==> config.mk <==
export PLATFORM = sky130hd
export DESIGN_NAME = uart_tx_arbiter
export DESIGN_NICKNAME = d
export VERILOG_FILES = /design/src/rtl/uart_tx_arbiter_pkg.sv /design/src/rtl/uart_tx_arbiter_baud_gen.sv /design/src/rtl/uart_tx_arbiter.sv
export SDC_FILE = /design/constraint.sdc
export NUM_CORES = 1
export LEC_CHECK = 0
export CAP_MARGIN = 20
export CORE_ASPECT_RATIO = 1.25
export CORE_UTILIZATION = 35
export CTS_BUF_LIST = sky130_fd_sc_hd__clkbuf_8 sky130_fd_sc_hd__clkbuf_16
export CTS_CLUSTER_DIAMETER = 50
export CTS_CLUSTER_SIZE = 20
export DETAILED_ROUTE_END_ITERATION = 7
export DONT_BUFFER_PORTS = 1
export PLACE_DENSITY = 0.48
export SLEW_MARGIN = 15
export SYNTH_ARGS = -nofsm -noshare
export SYNTH_HDL_FRONTEND = slang
export SYNTH_SLANG_ARGS = --single-unit
==> constraint.sdc <==
create_clock -name clk -period 2.5 [get_ports clk]
set_input_delay 0.75 -clock clk [delete_from_list [all_inputs] [get_ports clk]]
set_output_delay 0.75 -clock clk [all_outputs]
set_load 0.005 [all_outputs]
==> src/rtl/uart_tx_arbiter_pkg.sv <==
// Shared types and constants for the UART transmit arbiter.
// Holds the FSM encoding, transmitter bit-counter codes and the round-robin pick helper.
package uart_tx_arbiter_pkg;

    localparam int unsigned N_REQ      = 4;
    localparam logic [3:0]  BCNT_IDLE  = 4'hf;
    localparam logic [3:0]  BCNT_START = 4'h0;

    typedef enum logic [2:0] {
        StIdle      = 3'd0,
        StLoad      = 3'd1,
        StWaitStart = 3'd2,
        StSending   = 3'd3,
        StDone      = 3'd4
    } arb_state_e;

    // First set request at or after ptr, wrapping; descending scan so the nearest wins.
    function automatic logic [1:0] rr_pick(input logic [N_REQ-1:0] req, input logic [1:0] ptr);
        logic [1:0] idx;
        rr_pick = ptr;
        for (int i = N_REQ - 1; i >= 0; i--) begin
            idx = ptr + 2'(i);
            if (req[idx]) begin
                rr_pick = idx;
            end
        end
    endfunction

endpackage

==> src/rtl/uart_tx_arbiter_baud_gen.sv <==
// Free-running baud clock: txck low for the first half of each DIV-cycle period.
// txck_rise marks the first cycle in which txck is high.
module uart_baud_gen #(
    parameter int unsigned DIV = 434
) (
    input  logic clk,
    input  logic rst,
    output logic txck,
    output logic txck_rise
);

    localparam int unsigned CntW = $clog2(DIV);

    logic [CntW-1:0] r_cnt;
    logic [CntW-1:0] w_cnt_next;
    logic            r_txck;
    logic            r_rise;

    assign w_cnt_next = (r_cnt == CntW'(DIV - 1)) ? '0 : r_cnt + CntW'(1);

    always_ff @(posedge clk or negedge rst) begin
        if (!rst) begin
            r_cnt  <= '0;
            r_txck <= 1'b0;
            r_rise <= 1'b0;
        end else begin
            r_cnt  <= w_cnt_next;
            r_txck <= (w_cnt_next >= CntW'(DIV / 2));
            r_rise <= (w_cnt_next == CntW'(DIV / 2));
        end
    end

    assign txck      = r_txck;
    assign txck_rise = r_rise;

endmodule

==> src/rtl/uart_tx_arbiter.sv <==
// Round-robin arbiter sharing one UART transmitter among four requesters.
// Grants a requester, hands its byte to the transmitter and reports ack or timeout err.
module uart_tx_arbiter
    import uart_tx_arbiter_pkg::*;
#(
    parameter int unsigned BAUD_DIV  = 434,
    parameter int unsigned START_TMO = 3
) (
    input  logic               clk,
    input  logic               rst,
    input  logic [N_REQ-1:0]   req,
    input  logic [8*N_REQ-1:0] req_data,
    output logic [N_REQ-1:0]   ack,
    output logic [N_REQ-1:0]   err,
    output logic               busy,
    output logic [1:0]         grant_id,
    output logic               txck,
    output logic [7:0]         txpd,
    output logic               tstart,
    input  logic [3:0]         bcnt
);

    localparam int unsigned TmoW = $clog2(START_TMO + 2);

    logic            w_txck_rise;
    logic [1:0]      w_pick;
    logic [TmoW-1:0] w_tmo_next;

    arb_state_e      r_state;
    logic [1:0]      r_rr_ptr;
    logic [1:0]      r_grant;
    logic [7:0]      r_txpd;
    logic            r_tstart;
    logic            r_busy;
    logic [N_REQ-1:0] r_ack;
    logic [N_REQ-1:0] r_err;
    logic [TmoW-1:0] r_tmo;

    uart_baud_gen #(
        .DIV (BAUD_DIV)
    ) u_baud_gen (
        .clk       (clk),
        .rst       (rst),
        .txck      (txck),
        .txck_rise (w_txck_rise)
    );

    assign w_pick     = rr_pick(req, r_rr_ptr);
    assign w_tmo_next = r_tmo + TmoW'(w_txck_rise);

    always_ff @(posedge clk or negedge rst) begin
        if (!rst) begin
            r_state  <= StIdle;
            r_rr_ptr <= 2'd0;
            r_grant  <= 2'd0;
            r_txpd   <= 8'd0;
            r_tstart <= 1'b0;
            r_busy   <= 1'b0;
            r_ack    <= '0;
            r_err    <= '0;
            r_tmo    <= '0;
        end else begin
            r_ack <= '0;
            r_err <= '0;
            unique case (r_state)
                StIdle: begin
                    if (|req) begin
                        r_grant  <= w_pick;
                        r_txpd   <= req_data[{w_pick, 3'b000} +: 8];
                        r_tstart <= 1'b1;
                        r_busy   <= 1'b1;
                        r_state  <= StLoad;
                    end
                end
                StLoad: begin
                    // A txck edge landing in this cycle already counts toward the timeout.
                    r_tmo   <= TmoW'(w_txck_rise);
                    r_state <= StWaitStart;
                end
                StWaitStart: begin
                    if (bcnt == BCNT_START) begin
                        r_tstart <= 1'b0;
                        r_state  <= StSending;
                    end else if (w_tmo_next >= TmoW'(START_TMO)) begin
                        r_err[r_grant] <= 1'b1;
                        r_rr_ptr       <= r_grant + 2'd1;
                        r_tstart       <= 1'b0;
                        r_busy         <= 1'b0;
                        r_state        <= StIdle;
                    end else begin
                        r_tmo <= w_tmo_next;
                    end
                end
                StSending: begin
                    if (bcnt == BCNT_IDLE) begin
                        r_ack[r_grant] <= 1'b1;
                        r_rr_ptr       <= r_grant + 2'd1;
                        r_state        <= StDone;
                    end
                end
                StDone: begin
                    r_busy  <= 1'b0;
                    r_state <= StIdle;
                end
                default: begin
                    r_tstart <= 1'b0;
                    r_busy   <= 1'b0;
                    r_state  <= StIdle;
                end
            endcase
        end
    end

    assign ack      = r_ack;
    assign err      = r_err;
    assign busy     = r_busy;
    assign grant_id = r_grant;
    assign txpd     = r_txpd;
    assign tstart   = r_tstart;

endmodule

==> run metrics <==
Layout Area Growth over Synthesis=6.859%; Pre-antenna DRT Iters=5; FF+latch count, synth=39; number of clock buffers inserted by TritonCTS=5; share of synthesized area occupied by flip-flops and latches=44.96%; total power after layout=1.862 mW; met3 usage=under 10%; io pins=63; max_slew headroom=53.14%; CTS tree=built; final critical path time including I/O delays and setup=2.066 ns; starting utilization of the core area=36.82%; Post-Synthesis Mean Instance Area=10.14 µm²; standard-cell rows=31; type of origin of the critical path=flip-flop; storage element area=about 980 µm²; clk slew on worst S/H paths=0.08 ns; sort of element at the end of the critical path=flip-flop; met1 demand-to-capacity share in global routing=15.28%; crit-path cells=ha_1 -> ha_1 -> and2_1 -> o21ai_1 -> or2_1 -> a21o_1 -> mux2_1; H-tree lvl count=2; arrival time of data at the critical path endpoint=around 2.2 ns; CP max FO=4; largest incremental delay on the critical path=0.42 ns; detailed-route wire length=between 4000 and 5000 µm; critical-path cell with the highest stage delay=sky130_fd_sc_hd__dfrtp_1; number of max-capacitance violations reported=0; ant diodes=0; cts hold-fix bufs=0; GR Util All Layers=between 10 and 15%; count of clock tree sinks=39; Post-Synthesis Cell Area=about 2200 µm²; most frequently used flop master after synthesis=sky130_fd_sc_hd__dfrtp_1; Power Dens Cells=802.8 nW/µm²; most common cell after layout, fill and taps aside=sky130_fd_sc_hd__dfrtp_1; maximum clock frequency=484.0 MHz; result of the run=finished, final reports clean; unrepaired setup endpoints after global routing=no; placer congestion estimate=approximately 0.76; Die Y=approximately 90 µm; total via count after detailed routing=~1600; Setup violations, final=0; maximum number of pins on one net before global-route repair=40; clock root buffer=sky130_fd_sc_hd__clkbuf_8; # DRC=0; Fill cells=~600; cell with the most instances on the worst path=sky130_fd_sc_hd__ha_1; post-route clock skew=between 0.008 and 0.009 ns; horizontal die dimension=72.44 µm; wire length of the first global-routing pass=roughly 7500 µm; Most Crowded Layer GR=met2; grt total ovfl=0; final hold vios=0; static power due to leakage=between 1 and 1.5 nW; buffers added on ports=0; class of the most critical hold timing path=in2async; yosys warns=0; Critical Path Source=r_tmo[0]; # Post-CTS Setup Buffers=0; transition time of the tightest slew-check pin=between 0.7 and 0.8 ns; estimated wirelength of the detail-placed design=between 3000 and 4000 µm; classification of the worst setup path=reg2reg; Post-DRT Antenna Nets=0; number of instances in the synthesized netlist=around 210; area occupied by multi-input gates=roughly 1100 µm²; number of violations reported at the end of detailed-routing iteration 0=61; final core occ=39.35%; most frequent cells in the layout=sky130_fd_sc_hd__dfrtp_1, sky130_fd_sc_hd__nor2_1, sky130_fd_sc_hd__nand2_1, sky130_fd_sc_hd__mux2i_1; Skew-Pair Late Insertion Delay=roughly 0.29 ns; Die Footprint=about 6500 µm²; proportion of register bits with asynchronous set or reset after synthesis=100.0%; fraction of final layout cells sized beyond drive strength 1=7.373%; Max Root-Sink Buffers=2; distinct cell type count after synthesis=49; ratio of routed vias to standard cells=between 5 and 6; Worst R2R Start=r_tmo[0]; post-route fraction of the period consumed by the critical path=between 80% and 90%; layout net count=around 270; met2 Resource Use GR=26.95%; Post-CTS Resized=0; post-DR wirelength/cell=~15 µm; IR drop worst, VDD=~0.35 mV; initial antenna violation count=0; EDFF count, synth=0; total negative slack for setup checks=0 ns; via count of the first global-routing pass=roughly 1600; WP data required=about 2.7 ns; number of nets produced by synthesis=about 260; Core Area=5896 µm²; Final Slew Violations=0
-- power by group --
group	internal (mW)	total [mW]	switching, mW
logic	0.267	0.519	0.252
registers	0.761	0.943	0.182
clock network	0.188	0.400	0.212
-- critical path: cells and delay by family (launching register included) --
family | cells | cell delay (ns)
flip-flops | 1 | 0.42
AND/OR/NAND/NOR | 2 | 0.40
AO/OA/AOI/OAI | 2 | 0.32
adder cells (fa/ha/maj) | 2 | 0.50
multiplexers | 1 | 0.31
-- stage by stage --
stage	instance area [µm²]	cells	hold WS, ns	setup WS (ns)
6_report	2320	299	0.1478	0.4337
3_5_place_dp	2238	291	0.4558	0.2619
5_1_grt	2320	299	0.1204	0.3319
4_1_cts	2320	299	0.1312	0.4267
3_3_place_gp	2238	291	0.4556	0.3299
2_1_floorplan	2171	214	0.4544	0.4128
-- cells by family after synthesis --
family | count (synthesis) | synth area share (%)
adder cells (fa/ha/maj) | 8 | 4.611
XOR/XNOR | 5 | 2.018
multiplexers | 19 | 8.933
flip-flops | 39 | 44.96
AND/OR/NAND/NOR | 85 | 20.98
buffers and inverters | 16 | 3.861
AO/OA/AOI/OAI | 42 | 14.64
-- area by class of cell --
type | instances | area share [%]
repair buffers | 2 | 0.6473
well taps | 82 | 4.423
clock inverters | 3 | 0.5394
clock buffers | 5 | 2.967
multi-input cells | 159 | 47.90
flip-flops and latches | 39 | 42.07
inverters | 9 | 1.456
-- layer usage --
layer | up-vias | part of all wire [%]
met3 | 4 | 4.4
met1 | 802 | 37
met2 | 47 | 58
li1 | 767 | -
met4 | 0 | 0.94
met5 | - | 0
-- worst paths after layout --
check,end,cells after the start,slack [ns]
max in group asynchronous,u_baud_gen.r_cnt[3],0,2.26
hold reg to reg,r_tmo[2],1,0.55
setup / recovery,r_rr_ptr[1],7,0.43
min in group clk,r_tmo[2],1,0.55
setup reg to reg,r_rr_ptr[1],7,0.43
hold / removal,r_tmo[2],0,0.15
-- state kept, by name, summed over array words and instances, names as in the netlist, 2 cells and up --
register	flops
u_baud_gen.r_cnt	9
grant_id	2
r_rr_ptr	2
r_tmo	3
ack	4
err	4
r_state	3
txpd	8
-- synth_stat cells (2+ instances only) --
| cell type | number | area (µm²) |
|---|---|---|
| sky130_fd_sc_hd__dfrtp_1 | 39 | 975.9 |
| sky130_fd_sc_hd__nor2_1 | 32 | 120.1 |
| sky130_fd_sc_hd__mux2i_1 | 16 | 160.2 |
| sky130_fd_sc_hd__nand2_1 | 16 | 60.06 |
| sky130_fd_sc_hd__and2_1 | 11 | 68.82 |
| sky130_fd_sc_hd__inv_1 | 9 | 33.78 |
| sky130_fd_sc_hd__ha_1 | 8 | 100.1 |
| sky130_fd_sc_hd__a221oi_1 | 7 | 61.31 |
| sky130_fd_sc_hd__o21ai_0 | 6 | 30.03 |
| sky130_fd_sc_hd__a21oi_1 | 5 | 25.02 |
| sky130_fd_sc_hd__nor3_1 | 5 | 25.02 |
| sky130_fd_sc_hd__a31oi_1 | 4 | 25.02 |
| sky130_fd_sc_hd__clkbuf_1 | 4 | 15.01 |
| sky130_fd_sc_hd__nor2b_1 | 4 | 25.02 |
| sky130_fd_sc_hd__a21o_1 | 3 | 22.52 |
| sky130_fd_sc_hd__mux2_1 | 3 | 33.78 |
| sky130_fd_sc_hd__nand3_1 | 3 | 15.01 |
| sky130_fd_sc_hd__xnor2_1 | 3 | 26.28 |
| sky130_fd_sc_hd__a211oi_1 | 2 | 15.01 |
| sky130_fd_sc_hd__a311oi_1 | 2 | 17.52 |
| sky130_fd_sc_hd__and4_1 | 2 | 17.52 |
| sky130_fd_sc_hd__o211ai_1 | 2 | 15.01 |
| sky130_fd_sc_hd__xor2_1 | 2 | 17.52 |
(Power assumes the default switching activity.)
